==> src/rtl/polar_decoder_pkg.sv <==
// Shared types for the SC polar decoder.
//   llr_t           : signed LLR sample at the default LLR width
//   f_sched_state_t : f-step layer scheduler FSM states
//   lanes_log2      : log2 of a power-of-two lane count, usable in constant context
package polar_decoder_pkg;

  localparam int unsigned LLR_W = 8;

  typedef logic signed [LLR_W-1:0] llr_t;

  typedef enum logic [1:0] {
    IDLE  = 2'd0,
    RUN   = 2'd1,
    DRAIN = 2'd2,
    DONE  = 2'd3
  } f_sched_state_t;

  // Smallest r with 2^r >= lanes.
  function automatic int unsigned lanes_log2(input int unsigned lanes);
    int unsigned r;
    r = 0;
    for (int unsigned i = 0; i < 31; i++) begin
      if ((32'd1 << i) < lanes) r = i + 1;
    end
    return r;
  endfunction

endpackage

==> src/rtl/polar_decoder_alpha.sv <==
// Min-sum f-function: y = sign(a)*sign(b)*min(|a|,|b|).
// Ports:
//   a, b : two's complement LLR inputs (WIDTH bits)
//   y    : combinational result (WIDTH bits)
// The most negative code is never presented by the upstream datapath.
module polar_decoder_alpha #(
  parameter int unsigned WIDTH = 8
) (
  input  logic [WIDTH-1:0] a,
  input  logic [WIDTH-1:0] b,
  output logic [WIDTH-1:0] y
);

  logic [WIDTH-1:0] mag_a;
  logic [WIDTH-1:0] mag_b;
  logic [WIDTH-1:0] mag_min;
  logic             neg;

  // Magnitudes, minimum, then reapply the combined sign.
  always_comb begin
    mag_a   = a[WIDTH-1] ? WIDTH'(~a + 1'b1) : a;
    mag_b   = b[WIDTH-1] ? WIDTH'(~b + 1'b1) : b;
    mag_min = (mag_a < mag_b) ? mag_a : mag_b;
    neg     = a[WIDTH-1] ^ b[WIDTH-1];
    y       = neg ? WIDTH'(~mag_min + 1'b1) : mag_min;
  end

endmodule

==> src/rtl/polar_decoder_f_sched.sv <==
// Layer scheduler for the SC decoder f-step. Streams the left and right halves
// of a 2^log_n LLR node out of the LLR RAM, passes them through LANES alpha
// units and writes the 2^(log_n-1) results to a destination region.
// Ports:
//   clk, rst                 : clock, synchronous active-high reset
//   start, log_n, src_base,
//   dst_base, abort          : job request / cancel from the tree controller
//   busy, done, err          : job status (done/err are one-cycle pulses)
//   rd_en, rd_addr_l/r       : read strobe and addresses, both RAM read ports
//   rd_data_l/r              : read data, valid the cycle after rd_en
//   wr_en, wr_addr, wr_data  : result write port
module polar_decoder_f_sched
  import polar_decoder_pkg::*;
#(
  parameter int unsigned WIDTH     = 8,
  parameter int unsigned LANES     = 8,
  parameter int unsigned ADDR_W    = 10,
  parameter int unsigned MAX_LOG_N = 10
) (
  input  logic                         clk,
  input  logic                         rst,
  input  logic                         start,
  input  logic [$clog2(MAX_LOG_N+1)-1:0] log_n,
  input  logic [ADDR_W-1:0]            src_base,
  input  logic [ADDR_W-1:0]            dst_base,
  input  logic                         abort,
  output logic                         busy,
  output logic                         done,
  output logic                         err,
  output logic                         rd_en,
  output logic [ADDR_W-1:0]            rd_addr_l,
  output logic [ADDR_W-1:0]            rd_addr_r,
  input  logic [LANES*WIDTH-1:0]       rd_data_l,
  input  logic [LANES*WIDTH-1:0]       rd_data_r,
  output logic                         wr_en,
  output logic [ADDR_W-1:0]            wr_addr,
  output logic [LANES*WIDTH-1:0]       wr_data
);

  localparam int unsigned LG    = lanes_log2(LANES);
  localparam int unsigned CNT_W = MAX_LOG_N - LG;
  localparam int unsigned DW    = LANES * WIDTH;

  f_sched_state_t state, next_state;

  // Job context and word counter.
  logic [ADDR_W-1:0] src_q, src_d;
  logic [ADDR_W-1:0] dst_q, dst_d;
  logic [CNT_W-1:0]  w_q, w_d;
  logic [CNT_W-1:0]  k_q, k_d;

  // Next values of the registered outputs.
  logic              busy_d, done_d, err_d, rd_en_d, wr_en_d;
  logic [ADDR_W-1:0] rd_addr_l_d, rd_addr_r_d, wr_addr_d;

  logic              legal_in;
  logic [CNT_W-1:0]  words_in;
  logic              last_issue;
  logic              accept;
  logic [CNT_W-1:0]  k_next;
  logic [DW-1:0]     alpha_w;

  // Request decode: legal range and word count W = 2^(log_n-1)/LANES.
  always_comb begin
    legal_in = (32'(log_n) >= LG + 1) && (32'(log_n) <= MAX_LOG_N);
    words_in = legal_in ? (CNT_W'(1) << (32'(log_n) - (LG + 1))) : '0;
    accept   = (state == IDLE) && start && !abort;
    last_issue = (k_q == w_q - CNT_W'(1));
    k_next   = k_q + CNT_W'(1);
  end

  // State register.
  always_ff @(posedge clk) begin
    if (rst) state <= IDLE;
    else     state <= next_state;
  end

  // Next-state logic; abort returns to IDLE from any active state.
  always_comb begin
    next_state = state;
    unique case (state)
      IDLE:  if (accept) next_state = legal_in ? RUN : DONE;
      RUN:   if (abort) next_state = IDLE;
             else if (last_issue) next_state = DRAIN;
      DRAIN: next_state = abort ? IDLE : DONE;
      DONE:  next_state = IDLE;
      default: next_state = IDLE;
    endcase
  end

  // Output / datapath next values. Writes trail reads by the RAM latency.
  always_comb begin
    src_d       = src_q;
    dst_d       = dst_q;
    w_d         = w_q;
    k_d         = k_q;
    rd_en_d     = 1'b0;
    rd_addr_l_d = rd_addr_l;
    rd_addr_r_d = rd_addr_r;
    wr_en_d     = rd_en && !abort;
    wr_addr_d   = rd_en ? (dst_q + ADDR_W'(k_q)) : wr_addr;
    busy_d      = (next_state == RUN) || (next_state == DRAIN);
    done_d      = (next_state == DONE);
    err_d       = accept && !legal_in;

    unique case (state)
      IDLE: begin
        if (accept) begin
          src_d = src_base;
          dst_d = dst_base;
          w_d   = words_in;
          k_d   = '0;
          if (legal_in) begin
            rd_en_d     = 1'b1;
            rd_addr_l_d = src_base;
            rd_addr_r_d = src_base + ADDR_W'(words_in);
          end
        end
      end
      RUN: begin
        if (!abort && !last_issue) begin
          k_d         = k_next;
          rd_en_d     = 1'b1;
          rd_addr_l_d = src_q + ADDR_W'(k_next);
          rd_addr_r_d = src_q + ADDR_W'(w_q) + ADDR_W'(k_next);
        end
      end
      default: ;
    endcase
  end

  // Registered outputs and job context.
  always_ff @(posedge clk) begin
    if (rst) begin
      busy      <= 1'b0;
      done      <= 1'b0;
      err       <= 1'b0;
      rd_en     <= 1'b0;
      rd_addr_l <= '0;
      rd_addr_r <= '0;
      wr_en     <= 1'b0;
      wr_addr   <= '0;
      src_q     <= '0;
      dst_q     <= '0;
      w_q       <= '0;
      k_q       <= '0;
    end else begin
      busy      <= busy_d;
      done      <= done_d;
      err       <= err_d;
      rd_en     <= rd_en_d;
      rd_addr_l <= rd_addr_l_d;
      rd_addr_r <= rd_addr_r_d;
      wr_en     <= wr_en_d;
      wr_addr   <= wr_addr_d;
      src_q     <= src_d;
      dst_q     <= dst_d;
      w_q       <= w_d;
      k_q       <= k_d;
    end
  end

  // One alpha unit per lane, fed straight from the RAM read registers.
  for (genvar i = 0; i < int'(LANES); i++) begin : g_lane
    polar_decoder_alpha #(.WIDTH(WIDTH)) u_alpha (
      .a (rd_data_l[i*WIDTH +: WIDTH]),
      .b (rd_data_r[i*WIDTH +: WIDTH]),
      .y (alpha_w[i*WIDTH +: WIDTH])
    );
  end

  // The RAM output register is the pipeline stage; result is masked outside writes.
  assign wr_data = wr_en ? alpha_w : '0;

endmodule

==> config.mk <==
export PLATFORM = sky130hd
export DESIGN_NAME = polar_decoder_f_sched
export DESIGN_NICKNAME = d
export VERILOG_FILES = /design/src/rtl/polar_decoder_pkg.sv /design/src/rtl/polar_decoder_alpha.sv /design/src/rtl/polar_decoder_f_sched.sv
export SDC_FILE = /design/constraint.sdc
export NUM_CORES = 1
export LEC_CHECK = 0
export ABC_AREA = 1
export BUFFER_PORTS_ARGS = -buffer_cell sky130_fd_sc_hd__buf_2
export CORE_ASPECT_RATIO = 1.2
export CORE_MARGIN = 1.5
export CORE_UTILIZATION = 58
export DETAILED_ROUTE_END_ITERATION = 8
export PLACE_DENSITY = 0.79
export SLEW_MARGIN = 25
export SYNTH_ARGS = -nofsm -noshare
export SYNTH_HDL_FRONTEND = slang
export SYNTH_HIERARCHICAL = 1
export SYNTH_SLANG_ARGS = --single-unit
==> constraint.sdc <==
create_clock -name clk -period 3.3 [get_ports clk]
set_input_delay 0.165 -clock clk [delete_from_list [all_inputs] [get_ports clk]]
set_output_delay 0.165 -clock clk [all_outputs]
set_load 0.02 [all_outputs]
# Yosys cells after proc, flatten, opt, wreduce, memory -nomap -nowiden

Index checks and enable logic that the tools add are counted.

Bits in registers: 71
Bits in latches: 0
RAM bits: 0
Memory bits (read-only): 0
Input port bits: 156
Output and inout port bits: 99
Word-level logic and storage cells: 168
Memories: 0

Add/sub/neg operators: 32
Multipliers: 0
Div/mod/pow operators: 0
Order comparisons: 10
Eq/ne operators: 10
Shifts and indexed selects: 1
Mux-type cells: 55
Bitwise logic cells: 32
Reductions and logical operators: 15

Operators by type and width:

| cell                                                                   | count |
|---|---|
| 8-bit two-way mux                                                      | 32 |
| 8-bit by 1-bit adder with 8-bit output (second input constant)         | 24 |
| 8-bit NOT                                                              | 24 |
| 8-bit less-than comparator                                             | 8 |
| 64-bit two-way mux                                                     | 1 |
| 10-bit two-way mux                                                     | 6 |
| 10-bit by 7-bit adder with 10-bit output                               | 5 |
| 10-bit case mux with 2 select lines                                    | 2 |
| 1-bit by 32-bit left shift with 7-bit output (first input constant)    | 1 |
| 7-bit two-way mux                                                      | 3 |
| 7-bit case mux with 2 select lines                                     | 1 |
| 2-bit two-way mux                                                      | 5 |
| 2-bit == test (second input constant)                                  | 4 |
| 2-bit case mux with 4 select lines                                     | 1 |
| 1-bit XOR                                                              | 8 |
| 7-bit by 1-bit adder with 7-bit output (second input constant)         | 1 |
| 7-bit == test                                                          | 1 |
| 7-bit by 1-bit subtractor with 7-bit output (second input constant)    | 1 |
| 1-bit logical AND                                                      | 6 |
| 2-bit inequality test (second input constant)                          | 3 |
| 4-bit by 3-bit subtractor with 5-bit output (second input constant)    | 1 |
| 2-bit by 1-bit == test with 1-bit output (second input constant)       | 2 |
| 4-bit by 3-bit >= comparator with 1-bit output (second input constant) | 1 |
| 4-bit less-or-equal comparator (second input constant)                 | 1 |
| 9 further kinds                                                        | 13 |

# Longest topological paths before layout

Depth in word-level cells: 9
Depth in mapped cells: 26

# Modules after synthesis

Netlist, hierarchy kept.

By module, submodules not included:

| module                | times used | cells an instance | area each (um^2) | seq. area each (um^2) |
|---|---|---|---|---|
| polar_decoder_alpha   | 8          | 188               | 997.2            | 0.0 |
| polar_decoder_f_sched | 1          | 851               | 5305.1           | 1421.4 |

# Worst setup path before layout

Ideal clock, no wire load.

Kind: reg-to-reg
Start: register k_q[1]
End: register rd_addr_r[7]
Data arrival time: 2.559 ns
Slack: 0.627 ns
Cell stages (with the launch flop): 19
Path buffers: 0
Clock period less this slack: 2.673 ns
Cells stage by stage: dfxtp_1 > ha_1 > nand3_1 > nor2_1 > inv_1 > nor2_1 > or2_2 > nand2_1 > fa_1 > inv_1 > ha_1 > inv_1 > o21ai_0 > a21oi_1 > xor2_1 > nand2_1 > o21ai_0 > nor2_1 > nor2_1

Longest elaborated chain between the ends: 5
Elaborated cells on any way between the ends: 9

RTL lines:

| element                                                                          | RTL line                     | text |
|---|---|---|
| start, declared                                                                  | polar_decoder_f_sched.sv:50  | `logic [CNT_W-1:0] k_q, k_d;` |
| start signal, assigned                                                           | polar_decoder_f_sched.sv:159 | `k_q <= k_d;` |
| branches (longest 5 deep; another with 10-bit by 7-bit adder with 10-bit output) | --                           |  |
| end signal, assigned                                                             | polar_decoder_f_sched.sv:153 | `rd_addr_r <= rd_addr_r_d;` |
| end, declared                                                                    | polar_decoder_f_sched.sv:32  | `output logic [ADDR_W-1:0] rd_addr_r,` |

Parallel ways; which one is timed is not known. The select of a mux whose other input is x is not followed.
A chain may end at the register's enable or synchronous reset.

# Worst setup path after layout

Start: input rd_data_r[48]
End: output wr_data[55]

Longest elaborated chain between the ends: 9

RTL lines:

| element                                | RTL line                     | text |
|---|---|---|
| start, declared                        | polar_decoder_f_sched.sv:34  | `input logic [LANES*WIDTH-1:0] rd_data_r,` |
| 8-bit NOT                              | polar_decoder_alpha.sv:22    | `mag_b = b[WIDTH-1] ? WIDTH'(~b + 1'b1) : b;` |
| 8-bit by 1-bit adder with 8-bit output | polar_decoder_alpha.sv:22    |  |
| 8-bit two-way mux (*)                  | polar_decoder_alpha.sv:22    |  |
| 8-bit less-than comparator             | polar_decoder_alpha.sv:23    | `mag_min = (mag_a < mag_b) ? mag_a : mag_b;` |
| 8-bit two-way mux (*)                  | polar_decoder_alpha.sv:23    |  |
| 8-bit NOT                              | polar_decoder_alpha.sv:25    | `y = neg ? WIDTH'(~mag_min + 1'b1) : mag_min;` |
| 8-bit by 1-bit adder with 8-bit output | polar_decoder_alpha.sv:25    |  |
| 8-bit two-way mux (*)                  | polar_decoder_alpha.sv:25    |  |
| net alpha_w[55]                        | polar_decoder_f_sched.sv:61  | `logic [DW-1:0] alpha_w;` |
| 64-bit two-way mux (*)                 | polar_decoder_f_sched.sv:173 | `assign wr_data = wr_en ? alpha_w : '0;` |
| end, declared                          | polar_decoder_f_sched.sv:37  | `output logic [LANES*WIDTH-1:0] wr_data` |

The timed path passes the listed nets; every way through them passes the cells marked *.

==> impl_metrics.ini <==
[outcome]
outcome = finished, final reports clean

[synthesis]
syn_area_um2 = 13300
synth.top_cells.by_area = nand2_1 21%, inv_1 12%, dfxtp_1 11%
synthArstFlopShare_pct = 0
ys_ff_latch = 71
synth-edff-count = 0
yosysWarnings = 6
synth_top_flop_cell = dfxtp_1
avgSynthCellArea_um2 = 5.64
synth_cell_types = 42
synthesis.nets = 2628
synthCells = 2355
synth.yosys.seq_area_share_pct = 10.7
synth_top_area_share_pct = 21.1
synth_top_area_cell = nand2_1

[global_routing]
grtUsageTotal_pct = 28.9
overflow = 0
grt_pass1_vias = 13554
grt_first_pass_wirelength_mm = 58.5
grt_max_degree = 37
antenna_found_initial = 6

[placement]
io_buffers = 254
dp.cells = 2834
globalplace.congestion = 0.953
place_hpwl_mm = 28.7
place_area_um2 = 14500
pre_cts_slack_ns = 0.0680

[finish]
layout_common_cells = 743 x nand2_1, 427 x inv_1, 251 x buf_2, 234 x nand3_1, 160 x nor2_1
syn_to_final_growth_pct = 15.1
layout_commonest_cell = nand2_1
multi_input_area_um2 = 9780
fill_cells = 2071
seqCellArea_um2 = 1420
nets = 2876
fin_cells = 2890
drive_gt1_share_pct = 19.5
fin_area_um2 = 15300

[setup_path]
setup.worst_path.class = in -> out
critical_path.startpoint = rd_data_r[48]
reg2reg_from = k_q[0]$_SDFFE_PP0P_
worst_ep_required_time_ns = 3.13
arrival_ns = 2.98
cp-start-kind = primary input
ff2ff_setup_slack_ns = 0.26
cp_max_fo = 6
end_kind = output pin

[clocking]
clkSinkCount = 71
cts_buffer_depth = 2
clockRootBuffer = clkbuf_16
clk_latency_ns = 0.34
cts_tree = built
clk_pin_slew_ns = 0.06
cts_buffers = 9
h-tree-depth = 3
cts_hold_buf = 0

[detailed_routing]
avgRoutedWirePerCell_um = 12.5
antenna_left = 0
vias = 14955
drc = 0
drt_first_iter_violations = 829
post_drt_via_cell_ratio = 5.17
firstDrtPassIters = 5
drt-total-wl_mm = 36.2

[sta]
worst_pin_slew_ns = 0.752
drv_slew = 0
fin_ws_ns = 0.160
layout_min_cycle_time_ns = 3.14
fmax_ghz = 0.318
fin_tns_setup_ns = 0
finalSetupViolCount = 0
finalCritPeriodShare_pct = 95.2
fin_skew_ns = 0.00735
slew_headroom_pct = 49.8
hold_viol = 0

[floorplanning]
dieWidth_um = 141
rows = 60
io_pins = 255
core_area_um2 = 22400
die-area_um2 = 23800
die_y_um = 169
initial_core_util_pct = 59.2

[pwr]
swShare_pct = 47.4
p_switching_mw = 2.43
p_int_mw = 2.70
combPwrFrac_pct = 61.1
power_frac_seq_pct = 20.1
power_density_nw_per_um2 = 335
vdd.ir_drop.worst_mv = 0.341
p_clk_share_pct = 18.7
p_total_mw = 5.13
p_leak_nw = 9.64

[min_path]
hold_class = in -> reg
min-delay-start = dst_base[9]

[flow_run]
maxCapViolations = 0
[area by class of cell]
| type | count | area share (%) |
|---|---|---|
| diodes | 4 | 0.0655 |
| clock buffers | 9 | 1.47 |
| clock inverters | 6 | 0.409 |
| inverters | 445 | 11.0 |
| multi-input cells | 1762 | 64.0 |
| flip-flops and latches | 71 | 9.30 |
| well taps | 279 | 2.28 |
| repair buffers | 314 | 11.5 |
[flip-flops by register name, summed over array words and instances (netlist names)]
| name | flops |
|---|---|
| dst_q | 10 |
| rd_addr_l | 10 |
| rd_addr_r | 10 |
| src_q | 10 |
| wr_addr | 10 |
| k_q | 7 |
| w_q | 7 |
| state | 2 |
| busy | 1 |
| done | 1 |
| err | 1 |
| rd_en | 1 |
| wr_en | 1 |
[final timing paths]
path | endpoint | cells after the start
max reg2reg | rd_addr_r[9]$_SDFFE_PP0P_ | 19
max | wr_data[55] | 28
min | dst_q[9]$_SDFFE_PP0P_ | 3
min reg2reg | wr_addr[7]$_SDFFE_PP0P_ | 2
[what timing repair did]
action	4_1_cts	5_1_grt
setup buffers	0	34
gates resized for setup	0	85
setup endpoints to repair	0	41
[through the flow]
stage	hold WS (ns)	util [%]
5_1_grt	0.0746	68.1
6_report	0.0469	68.1
3_5_place_dp	0.400	64.4
2_1_floorplan	0.244	-
3_3_place_gp	0.393	64.4
4_1_cts	0.0497	65.7
[cells by family after synthesis]
| kind of cell | count (synthesis) | share of synthesized area, % |
|---|---|---|
| adders and majority gates | 117 | 11.6 |
| DFF | 71 | 10.7 |
| buffers and inverters | 525 | 17.6 |
| AOI/OAI and AO/OA | 222 | 9.03 |
| and+or+nand+nor | 1347 | 46.2 |
| xor gates and xnor gates | 73 | 4.81 |
[cells in the mapped netlist (all sizes together) (2+ instances only)]
library cell	number
a211oi	6
a21o	3
a21oi	61
a31oi	4
buf	51
clkbuf	29
dfxtp	71
fa	11
ha	106
inv	445
nand2	814
nand3	246
nand3b	33
nand4	22
nor2	205
nor3	15
nor4b	8
o211ai	2
o21ai	132
o21bai	3
o22ai	8
or2	3
xnor2	20
xor2	53
[power groups by stage]
stage	clock, mW	sequential [mW]	combinational, mW
floorplan	0	1.08	2.32
global placement	0	1.04	2.84
detailed placement	0	1.04	2.90
CTS	0.969	1.03	2.92
global route	1.02	1.04	3.53
finish	0.961	1.03	3.14
[worst max-delay path, stage by stage]
cell and delay [ns]:
buf_2 0.13, inv_2 0.08, ha_1 0.14, inv_1 0.06
nor2_2 0.12, nand3_1 0.11, nand2_1 0.07, nand2_1 0.06
nand2_1 0.06, inv_1 0.06, ha_1 0.26, nand2_1 0.09
nor2_2 0.06, nor3_4 0.26, buf_6 0.16, nand2_2 0.10
buf_4 0.17, nand2_4 0.05, nand2_4 0.07, nor2_4 0.11
nand2_1 0.07, nand2_1 0.06, nand2_1 0.05, nand2_1 0.09
inv_1 0.05, nand2_1 0.06, inv_1 0.05, buf_2 0.15
[layer usage]
metal  share of wire (%)  global-route usage [%]
met3                 5.3                    3.08
met1                  41                    33.3
met4                 2.8                    9.01
met2                  51                    55.2
met5                   0                       0
No activity file was read; power rests on OpenSTA's default activity.
